[config.mk]
export PLATFORM = sky130hd
export DESIGN_NAME = bp_be_trace_replay
export DESIGN_NICKNAME = d
export VERILOG_FILES = /design/src/rtl/bp_be_trace_pkg.sv /design/src/rtl/bsg_counter_set_down.sv /design/src/rtl/bp_be_trace_replay.sv
export SDC_FILE = /design/constraint.sdc
export NUM_CORES = 1
export LEC_CHECK = 0
export ABC_AREA = 0
export CAP_MARGIN = 15
export CELL_PAD_IN_SITES_DETAIL_PLACEMENT = 0
export CELL_PAD_IN_SITES_GLOBAL_PLACEMENT = 2
export CORE_UTILIZATION = 22
export DETAILED_ROUTE_END_ITERATION = 6
export GPL_TIMING_DRIVEN = 1
export PLACE_DENSITY = 0.83
export SETUP_SLACK_MARGIN = 0.5
export SYNTH_ARGS = -nofsm -noshare
export SYNTH_HDL_FRONTEND = slang
export SYNTH_SLANG_ARGS = --single-unit
[constraint.sdc]
create_clock -name clk_i -period 3.1 [get_ports clk_i]
set_clock_uncertainty 0.1 [all_clocks]
set_input_delay 0.465 -clock clk_i [delete_from_list [all_inputs] [get_ports clk_i]]
set_output_delay 0.465 -clock clk_i [all_outputs]
set_load 0.005 [all_outputs]
[src/rtl/bp_be_trace_pkg.sv]
// Shared types for the backend trace replay node.
//   bp_trace_op_e          : 4-bit trace opcode carried in the top nibble of a ROM entry
//   bp_trace_state_e       : replay FSM states
//   DECLARE_BP_TRACE_ROM_ENTRY_S(w) : declares packed ROM entry {op, payload[w-1:0]}
package bp_be_trace_pkg;

  localparam int unsigned bp_trace_op_width_lp = 4;

  typedef enum logic [3:0] {
    e_op_nop  = 4'h0,
    e_op_send = 4'h1,
    e_op_recv = 4'h2,
    e_op_wait = 4'h3,
    e_op_done = 4'h4
  } bp_trace_op_e;

  typedef enum logic [2:0] {
    eReset,
    eRun,
    eWait,
    eDone,
    eError
  } bp_trace_state_e;

endpackage

// ROM entry layout; the payload width is a module parameter, so the struct is declared per use site.
`define DECLARE_BP_TRACE_ROM_ENTRY_S(payload_width_mp) \
  typedef struct packed { \
    logic [bp_be_trace_pkg::bp_trace_op_width_lp-1:0] op; \
    logic [payload_width_mp-1:0]                      payload; \
  } bp_trace_rom_entry_s

[src/rtl/bsg_counter_set_down.sv]
// Loadable down counter used for trace wait entries.
//   clk_i, reset_i : clock, synchronous active-high reset (clears count)
//   set_i, val_i   : load val_i (has priority over down_i)
//   down_i         : decrement by one
//   count_r_o      : registered count
module bsg_counter_set_down
 #(parameter int unsigned width_p = 16)
  (input  logic               clk_i,
   input  logic               reset_i,
   input  logic               set_i,
   input  logic [width_p-1:0] val_i,
   input  logic               down_i,
   output logic [width_p-1:0] count_r_o);

  always_ff @(posedge clk_i) begin
    if (reset_i)
      count_r_o <= '0;
    else if (set_i)
      count_r_o <= val_i;
    else if (down_i)
      count_r_o <= count_r_o - width_p'(1);
  end

endmodule

[src/rtl/bp_be_trace_replay.sv]
// Trace-driven stimulus/checker node. Walks a combinational trace ROM and, per entry,
// sends a payload to the DUT, receives and compares a payload from it, waits, or ends.
//   clk_i, reset_i      : clock, synchronous active-high reset
//   en_i                : replay enable; low freezes all state and blocks handshakes
//   v_i, data_i, ready_o: inbound payload from the DUT (zero-latency accept)
//   v_o, data_o, yumi_i : outbound payload to the DUT
//   rom_addr_o, rom_data_i : trace ROM port, data valid in the same cycle as the address
//   done_o, error_o     : sticky pass / fail flags
module bp_be_trace_replay
  import bp_be_trace_pkg::*;
 #(parameter int unsigned trace_ring_width_p     = 32,
   parameter int unsigned trace_rom_addr_width_p = 8,
   // must not exceed trace_ring_width_p
   parameter int unsigned wait_ctr_width_p       = 16)
  (input  logic                                               clk_i,
   input  logic                                               reset_i,
   input  logic                                               en_i,

   input  logic                                               v_i,
   input  logic [trace_ring_width_p-1:0]                      data_i,
   output logic                                               ready_o,

   output logic                                               v_o,
   output logic [trace_ring_width_p-1:0]                      data_o,
   input  logic                                               yumi_i,

   output logic [trace_rom_addr_width_p-1:0]                  rom_addr_o,
   input  logic [trace_ring_width_p+bp_trace_op_width_lp-1:0] rom_data_i,

   output logic                                               done_o,
   output logic                                               error_o);

  `DECLARE_BP_TRACE_ROM_ENTRY_S(trace_ring_width_p);

  bp_trace_rom_entry_s entry;
  assign entry = rom_data_i;

  bp_trace_state_e                   state_r, state_n;
  logic [trace_rom_addr_width_p-1:0] addr_r, addr_n, addr_inc;
  logic [wait_ctr_width_p-1:0]       wait_len, ctr_val, ctr_r;
  logic                              ctr_set, ctr_down;
  logic                              v_c, ready_c;
  logic [trace_ring_width_p-1:0]     data_c;

  assign addr_inc = addr_r + trace_rom_addr_width_p'(1);
  assign wait_len = entry.payload[wait_ctr_width_p-1:0];

  // Wait counter
  bsg_counter_set_down
   #(.width_p(wait_ctr_width_p))
   wait_ctr
    (.clk_i    (clk_i),
     .reset_i  (reset_i),
     .set_i    (ctr_set),
     .val_i    (ctr_val),
     .down_i   (ctr_down),
     .count_r_o(ctr_r));

  // State and address registers
  always_ff @(posedge clk_i) begin
    if (reset_i) begin
      state_r <= eReset;
      addr_r  <= '0;
    end
    else begin
      state_r <= state_n;
      addr_r  <= addr_n;
    end
  end

  // Next state, address, counter control and handshake outputs
  always_comb begin
    state_n  = state_r;
    addr_n   = addr_r;
    ctr_set  = 1'b0;
    ctr_val  = '0;
    ctr_down = 1'b0;
    v_c      = 1'b0;
    ready_c  = 1'b0;
    data_c   = '0;

    case (state_r)
      eReset: state_n = eRun;

      eRun: begin
        // Payload follows the address, not en_i, so a withdrawn send resumes unchanged.
        if (entry.op == e_op_send)
          data_c = entry.payload;

        if (en_i) begin
          case (entry.op)
            e_op_nop: addr_n = addr_inc;

            e_op_send: begin
              v_c = 1'b1;
              if (yumi_i)
                addr_n = addr_inc;
            end

            e_op_recv: begin
              ready_c = 1'b1;
              if (v_i) begin
                if (data_i == entry.payload)
                  addr_n = addr_inc;
                else
                  state_n = eError;
              end
            end

            // The issuing cycle is the first of N+1, so the counter is loaded with N-1
            // and wait 0 advances without visiting eWait.
            e_op_wait: begin
              if (wait_len == '0)
                addr_n = addr_inc;
              else begin
                ctr_set = 1'b1;
                ctr_val = wait_len - wait_ctr_width_p'(1);
                state_n = eWait;
              end
            end

            e_op_done: state_n = eDone;

            default: state_n = eError;
          endcase
        end
      end

      eWait: begin
        if (en_i) begin
          if (ctr_r == '0) begin
            addr_n  = addr_inc;
            state_n = eRun;
          end
          else
            ctr_down = 1'b1;
        end
      end

      eDone, eError: begin
        state_n = state_r;
      end

      default: state_n = eError;
    endcase
  end

  assign v_o        = v_c;
  assign ready_o    = ready_c;
  assign data_o     = data_c;
  assign rom_addr_o = addr_r;
  assign done_o     = (state_r == eDone);
  assign error_o    = (state_r == eError);

endmodule

==> impl_results.md <==
- DRT antenna net count: 0
- Arrival time worst endpoint: 2110 ps
- Post-synth EDFFs: 0
- Die width: 109 um
- Ratio of final minimum period to clock period: 86.4%
- # placed instances: 596
- Worst slew pin tran: 844 ps
- Port-buffer cells: 116
- Routed vias: 2922
- Net Sw Frac: 30.8%
- Ranking of synthesized cells by area: dfxtp_1, xnor2_1, and2_1, nor2_1, nand4_1
- Clock power share: 24.3%
- Max-slew headroom: 43.5%
- GR Util All Layers: 14.4%
- Async SR Flop Fraction: 0%
- Max Clock Freq: 373 MHz
- Layout overhead on the synthesized area: 81.7%
- TritonCTS clock tree: built
- Vias in the first global route: 2827
- Endpoint type of the worst setup path: output pin
- CP bufs+invs: 3
- Cell Rows: 38
- Sequential area share after synthesis: 21.4%
- Total core area: 11000 um^2
- Hold crit path type: register to register
- Cell family with most CP delay: buffers and inverters
- Reg power frac: 33.0%
- Crit-path slowest cell: clkdlybuf4s50_1
- Cells after Synth: 325
- Syn_nets: 403
- Post-synth cell types: 50
- Critical path peak fanout: 7
- Yosys top cell area share: 21.4%
- Leakage power total: 1.96 nW
- Warnings, synthesis: 0
- Nets: 563
- Internal Pwr Total: 0.847 mW
- Power Density: 267 nW/um^2
- Hold Violations, Final: 0
- 1st-iter DRT viols: 138
- CP required: 2530 ps
- Gr ovfl total: 0
- RSZ-0062 raised after global routing: yes
- Drt wl/cell: 14.4 um
- # IOs: 117
- Final GP Congestion: 0.781
- Most frequent cells in the layout: clkdlybuf4s50_1, xnor2_1, buf_4
- CTS Buf Count: 3
- Final wirelength: 8980 um
- Max-cap violations: 0
- Number of diodes: 0
- Die ar.: 11900 um^2
- CTS hold repair buffers: 0
- DRT Pass-1 Iters: 4
- Initial antenna violation count: 0
- Commonest non-fill, non-tap cell in the layout: clkdlybuf4s50_1
- Skew-Pair Late Insertion Delay: 260 ps
- Total clock sinks: 27
- Clock transition at path regs: 70 ps
- Status: completed
- Register bit count reported by yosys: 27
- Comb power frac: 42.7%
- Pin count of the biggest net entering global routing: 24
- Crit path launch type: register
- Setup TNS: 0 ps
- Die Y-Extent: 109 um
- Fill count: 1128
- Syn avg cell area: 7.76 um^2
- Starting density of the core: 23.0%
- Critical path type: register to output pin
- Cell Area, Synth: 2520 um^2
- Max-slew violation count: 0
- First-pass GRT wire length: 13700 um
- Final setup viols: 0
- H-tree depth: 1
- DR vias/cell: 4.68
- Fin crit period: 2680 ps
- Leading area contributor after synthesis: dfxtp_1
- Max stage delay on crit path: 500 ps
- CP cell instances: nor4b_4, nand2b_4, nor2_4, buf_4, buf_16, and2_1, clkdlybuf4s50_1
- Post-route DRC: 0
- Clk buf depth: 2
- VDD IR-drop max: 185 uV
- Root Buffer: clkbuf_16
- Psw: 0.376 mW
- DP HPWL: 6770 um
- Synth Flop Type: dfxtp_1
- Layout cell share with drive strength beyond 1: 23.1%
- Post-route insts no fill: 624
-- tightest hold or removal path, delay by kind of cell, from the launching register on --
family	cells	cell delay (ps)
AO/OA/AOI/OAI	2	130
flip-flops	1	310
-- final timing paths --
check / startpoint / to / slack (ps) / cells after the start
setup / recovery: state_r[2] / data_o[14] / 420 / 7
hold / removal: wait_ctr.count_r_o[7] / wait_ctr.count_r_o[7] / 390 / 2
setup reg to reg: wait_ctr.count_r_o[2] / wait_ctr.count_r_o[1] / 620 / 7
hold reg to reg: wait_ctr.count_r_o[7] / wait_ctr.count_r_o[7] / 390 / 2
-- what timing repair did --
action / 4_1_cts / 5_1_grt
cloned: 3 / 3
setup buffers: 6 / 12
endpoints found under the setup margin: 56 / 49
pin swaps: 4 / 18
gates resized for setup: 48 / 71
-- Yosys cell counts (8+ instances only) --
| cell type | number |
|---|---|
| nand3_1 | 9 |
| nand2b_1 | 8 |
| clkbuf_1 | 11 |
| nor2_1 | 37 |
| and2_1 | 30 |
| a211oi_1 | 10 |
| nand2_1 | 9 |
| nor3_1 | 15 |
| inv_1 | 11 |
| xnor2_1 | 49 |
| a21oi_1 | 9 |
| nand4_1 | 15 |
| dfxtp_1 | 27 |
-- power by group through the flow --
stage                     Clock (mW)  Sequential (mW)  Combinational, mW
after global placement             0            0.405              0.444
after floorplan                    0            0.396              0.239
after global routing           0.314            0.407              0.562
after detailed placement           0            0.405              0.446
after CTS                      0.304            0.397              0.459
final                          0.297            0.404              0.523
-- cells by family (layout without fill, tap and decap cells) --
group | count (synthesis) | after routing | synth area share [%]
buffers and inverters | 28 | 186 | 5.06
adder cells (fa/ha/maj) | 5 | 5 | 2.48
AO/OA/AOI/OAI | 47 | 47 | 13.8
XOR/XNOR | 55 | 55 | 19.1
AND/OR/NAND/NOR | 157 | 158 | 35.4
flip-flops | 27 | 27 | 21.4
multiplexers | 6 | 6 | 2.63
-- routing by layer --
metal,wire (um),GRT usage [%]
met5,0,0
met2,4490,25.3
met4,55,2.03
met1,3930,18.4
met3,497,2.75
-- flip-flops by register name, summed over array words and instances, names as in the netlist --
signal	flops
wait_ctr.count_r_o	16
rom_addr_o	8
state_r	3
-- through the flow --
step	setup WS (ps)	util, %	instance area (um^2)	power, mW	hold WS [ps]
floorplan	572	-	2530	0.635	353
global placement	0.983	36.8	4040	0.849	368
detailed placement	-19.7	36.8	4040	0.851	377
CTS	265	38.6	4240	1.16	386
global route	334	41.7	4580	1.28	400
finish	422	41.7	4580	1.22	388
-- final cells by class --
cell class | instances | area [um^2] | share of cell area, %
Tap cell | 140 | 175 | 3.82
Timing Repair Buffer | 171 | 1660 | 36.2
Multi-Input combinational cell | 271 | 2080 | 45.4
Sequential cell | 27 | 547 | 11.9
Clock buffer | 4 | 78.8 | 1.72
Inverter | 11 | 41.3 | 0.901
No activity file was read; power rests on OpenSTA's default activity.
